File: config.mk
export PLATFORM = sky130hd
export DESIGN_NAME = mc_pc_ir_regs
export DESIGN_NICKNAME = d
export VERILOG_FILES = /design/src/rtl/mc_pc_ir_regs.sv
export SDC_FILE = /design/constraint.sdc
export NUM_CORES = 1
export LEC_CHECK = 0
export ABC_AREA = 1
export CORE_MARGIN = 5
export CORE_UTILIZATION = 45
export DETAILED_ROUTE_END_ITERATION = 8
export PLACE_DENSITY = 0.85
export SLEW_MARGIN = 20
export SYNTH_ARGS = -nofsm -noshare
export SYNTH_HDL_FRONTEND = slang
export SYNTH_SLANG_ARGS = --single-unit
File: constraint.sdc
create_clock -name clk -period 2.3 [get_ports clk]
set_input_delay 0.46 -clock clk [delete_from_list [all_inputs] [get_ports clk]]
set_output_delay 0.46 -clock clk [all_outputs]
set_load 0.02 [all_outputs]
File: src/rtl/mc_pc_ir_regs.sv
// PC, IR, MDR and ALUOut registers for the multicycle datapath.
// Also forms the memory address and next-PC value, and returns the opcode to the controller.
module mc_pc_ir_regs #(
  parameter logic [31:0] RESET_PC = 32'h0000_0000,
  parameter int          CNT_W    = 16
) (
  input  logic             clk,
  input  logic             rst,
  input  logic             PCWrite,
  input  logic             PCWriteCond,
  input  logic             IorD,
  input  logic             IRWrite,
  input  logic [1:0]       PCSource,
  input  logic             Zero,
  input  logic [31:0]      ALUResult,
  input  logic [31:0]      MemData,
  output logic [31:0]      PC,
  output logic [31:0]      MemAddr,
  output logic [31:0]      Instr,
  output logic [5:0]       Op,
  output logic [31:0]      MDR,
  output logic [31:0]      ALUOut,
  output logic [CNT_W-1:0] FetchCount,
  output logic             MisalignErr
);

  localparam logic [CNT_W-1:0] CNT_MAX = {CNT_W{1'b1}};

  logic        pc_we;
  logic        pc_sel_ok;
  logic        pc_load;
  logic [31:0] pc_next;

  assign pc_we = PCWrite | (PCWriteCond & Zero);

  // The reserved select (11) disables the PC write entirely.
  always_comb begin
    pc_next   = PC;
    pc_sel_ok = 1'b1;
    case (PCSource)
      2'b00:   pc_next = ALUResult;
      2'b01:   pc_next = ALUOut;
      2'b10:   pc_next = {PC[31:28], Instr[25:0], 2'b00};
      default: pc_sel_ok = 1'b0;
    endcase
  end

  assign pc_load = pc_we & pc_sel_ok;

  always_ff @(posedge clk) begin
    if (rst) begin
      PC          <= RESET_PC;
      Instr       <= '0;
      MDR         <= '0;
      ALUOut      <= '0;
      FetchCount  <= '0;
      MisalignErr <= 1'b0;
    end else begin
      if (pc_load) begin
        PC <= pc_next;
        if (pc_next[1:0] != 2'b00)
          MisalignErr <= 1'b1;
      end
      if (IRWrite) begin
        Instr <= MemData;
        if (FetchCount != CNT_MAX)
          FetchCount <= FetchCount + CNT_W'(1);
      end
      MDR    <= MemData;
      ALUOut <= ALUResult;
    end
  end

  assign MemAddr = IorD ? ALUOut : PC;
  assign Op      = Instr[31:26];

endmodule
==> results of run 1 <==
==> path summary, 6_finish.rpt <==
kind	endpoint	depth (start not counted)	from
worst max-delay path	MemAddr[10]	5	IorD
worst min-delay path	PC[16]	2	PC[16]
worst max register to register	FetchCount[4]	7	FetchCount[0]
worst min register to register	PC[16]	2	PC[16]
==> logic make-up after synthesis <==
logic type               Yosys count  share of synthesized area, %
adder cells (fa/ha/maj)            1                        0.2164
flip-flops                       145                         50.21
AND/OR/NAND/NOR                  296                         20.52
AO/OA/AOI/OAI                    180                         16.58
XOR/XNOR                           6                        0.9091
buffers and inverters            164                         11.58
==> worst max-delay path, stage by stage <==
cell and delay [ns]:
clkbuf_4 0.22, buf_12 0.20, nor2_1 0.06, a21oi_1 0.13, clkdlybuf4s50_1 0.62
==> state kept, by name (all words and copies together) (netlist names) <==
signal and flops:
MDR 32, MisalignErr 1, ALUOut 32, PC 32
FetchCount 16, Instr 32
==> final cells by class <==
class | count | share of cell area, %
Clock buffer | 23 | 5.273
Sequential cell | 145 | 32.03
Clock inverter | 9 | 1.422
Multi-Input combinational cell | 483 | 24.38
Tap cell | 172 | 2.374
Inverter | 115 | 4.763
Timing Repair Buffer | 264 | 29.76
==> metal layers <==
layer	vias up	routed length (um)	GRT usage, %
met4	0	396	9.204
met2	251	9728	43.26
met1	2775	7822	31.76
met3	29	1611	6.542
met5	-	0	0
li1	2968	-	-
==> stage by stage <==
| stage | cells | hold WS, ns | worst slack (ns) | utilization (%) |
|---|---|---|---|---|
| 3_3_place_gp | 1179 | 0.4554 | 0.1254 | 66.99 |
| 4_1_cts | 1211 | 0.4685 | 0.06169 | 71.80 |
| 6_report | 1211 | 0.4680 | 0.1246 | 71.82 |
| 3_5_place_dp | 1179 | 0.4585 | 0.06510 | 66.99 |
| 5_1_grt | 1211 | 0.4948 | 0.03998 | 71.82 |
| 2_1_floorplan | 792 | 0.5435 | 0.4291 | - |
==> power breakdown <==
group          internal (uW)  switching (uW)
sequential              2660            98.2
combinational            576             670
clock                   1790            1040
==> cells in the final DEF (no fill, tap or decap), drive strengths merged <==
master / instances
clkbuf: 24
a21oi: 82
inv: 116
nor3: 1
xor2: 3
dfxtp: 145
o21ai: 75
nor3b: 1
clkinvlp: 2
nand4: 6
buf: 11
nand3: 27
a211oi: 16
nor2: 129
clkdlybuf4s50: 252
ha: 1
a21o: 1
nand3b: 1
clkinv: 3
o22ai: 6
nand2: 131
xnor2: 3
bufinv: 3
==> timing repair <==
item / 4_1_cts / 5_1_grt
endpoints found under the setup margin: 0 / 4
hold buffers: 0 / 0
resized for setup: 0 / 1
==> impl_metrics.env, run 1 <==
export IMPL_synth_top_cell_area_share_pct=50.21
export IMPL_yosysUniqueCellTypes=28
export IMPL_setup_viol=0
export IMPL_arrival_ns=1.72
export IMPL_synth_most_common_cell="dfxtp_1"
export IMPL_synth_edf_count=0
export IMPL_regArea_um2=2903
export IMPL_cts_tree="built"
export IMPL_period_needed_ns=2.175
export IMPL_hold_viol=0
export IMPL_wl_per_cell_um=16.15
export IMPL_drt_initial_drc_count=427
export IMPL_grt_pass1_vias=5670
export IMPL_gp_congestion=0.8784
export IMPL_start_util_pct=45.82
export IMPL_grt_util_all_layers_pct=25.67
export IMPL_synth_avg_cell_area_um2=7.300
export IMPL_max_freq_mhz=459.7
export IMPL_fill_cells=1017
export IMPL_syn_inst=792
export IMPL_detail_route_antenna_nets=0
export IMPL_grt_pass1_wl_um=30200
export IMPL_rsz0062_at_grt="false"
export IMPL_yosys_warnings=0
export IMPL_vias=6023
export IMPL_ir_drop_mv=0.5679
export IMPL_report_power_total_uw=6842
export IMPL_syn_num_nets=866
export IMPL_setup_worst_path_end_class="output pin"
export IMPL_synth_area_leader_cell="dfxtp_1"
export IMPL_yosysSeqAreaShare_pct=50.21
export IMPL_multiInputGateArea_um2=2210
export IMPL_pwr_density_cell_nw_per_um2=754.8
export IMPL_cts_clk_slew_worst_paths_ns=0.06
export IMPL_finalMaxSlewViolations=0
export IMPL_wirelength_um=19560
export IMPL_ctsRootBufferMaster="clkbuf_16"
export IMPL_remaining_drc_errors=0
export IMPL_hpwl_um=14200
export IMPL_synth_area_leaders="dfxtp_1 (50%), nand2_1 (8.4%), nor2_1 (8.1%)"
export IMPL_clock_latency_ns=0.41
export IMPL_relSlewSlack_pct=64.81
export IMPL_antenna_cells=0
export IMPL_timing_worst_slew_pin_value_ns=0.5278
export IMPL_power_leakage_uw=0.003783
export IMPL_critPathMaxFanout=34
export IMPL_fp_dieW_um=123.4
export IMPL_numCtsBuffers=17
export IMPL_required_ns=1.84
export IMPL_grt_overflow_total=0
export IMPL_io_pin_count=256
export IMPL_synth_cell_area_um2=5782
export IMPL_finish_net_count=1100
export IMPL_grt_max_degree=95
export IMPL_ys_seq_elements=145
export IMPL_synth_async_reset_ratio_pct=0
export IMPL_io_buffers=255
export IMPL_hold_class="reg -> reg"
export IMPL_cts_sinks=145
export IMPL_antenna_found_initial=0
export IMPL_synth_top_flop_cell="dfxtp_1"
export IMPL_post_cts_buffers=0
export IMPL_drtPass1Iterations=5
export IMPL_r2r_slack_ns=0.49
export IMPL_clock_path_buffers=2
export IMPL_yosys_top_cells_count="dfxtp_1 (145), nand2_1 (130), nor2_1 (125)"
export IMPL_final_cell_area_um2=9064
export IMPL_finClkSkew_ns=0.004598
export IMPL_finalCritPeriodShare_pct=94.58
export IMPL_dpl_cell_area_um2=8454
export IMPL_drv_max_cap_violation_count=0
export IMPL_viasPerCell=4.974
export IMPL_area_growth_pct=56.76
export IMPL_tns_ns=0
export IMPL_h_tree_depth=4
export IMPL_start_kind="primary input"
export IMPL_die_area_um2=15220
export IMPL_core_um2=12620
export IMPL_fp_row_count=41
export IMPL_status="finished clean"
export IMPL_worstSetupPathType="in -> out"
export IMPL_die_y_um=123.4
export IMPL_drive_above_1_share_pct=4.909
No activity file was read; power rests on OpenSTA's default activity.
==> run 2, diff against run 1 <==
--- a/config.mk
+++ b/config.mk
@@ -8,8 +8,10 @@
 export ABC_AREA = 1
 export CORE_MARGIN = 5
 export CORE_UTILIZATION = 45
+export CTS_CLUSTER_DIAMETER = 30
 export DETAILED_ROUTE_END_ITERATION = 8
 export PLACE_DENSITY = 0.85
+export SKIP_LAST_GASP = 1
 export SLEW_MARGIN = 20
 export SYNTH_ARGS = -nofsm -noshare
 export SYNTH_HDL_FRONTEND = slang
==> results of run 2 <==
The final DEF is identical to that of run 1; final timing and power are the same.
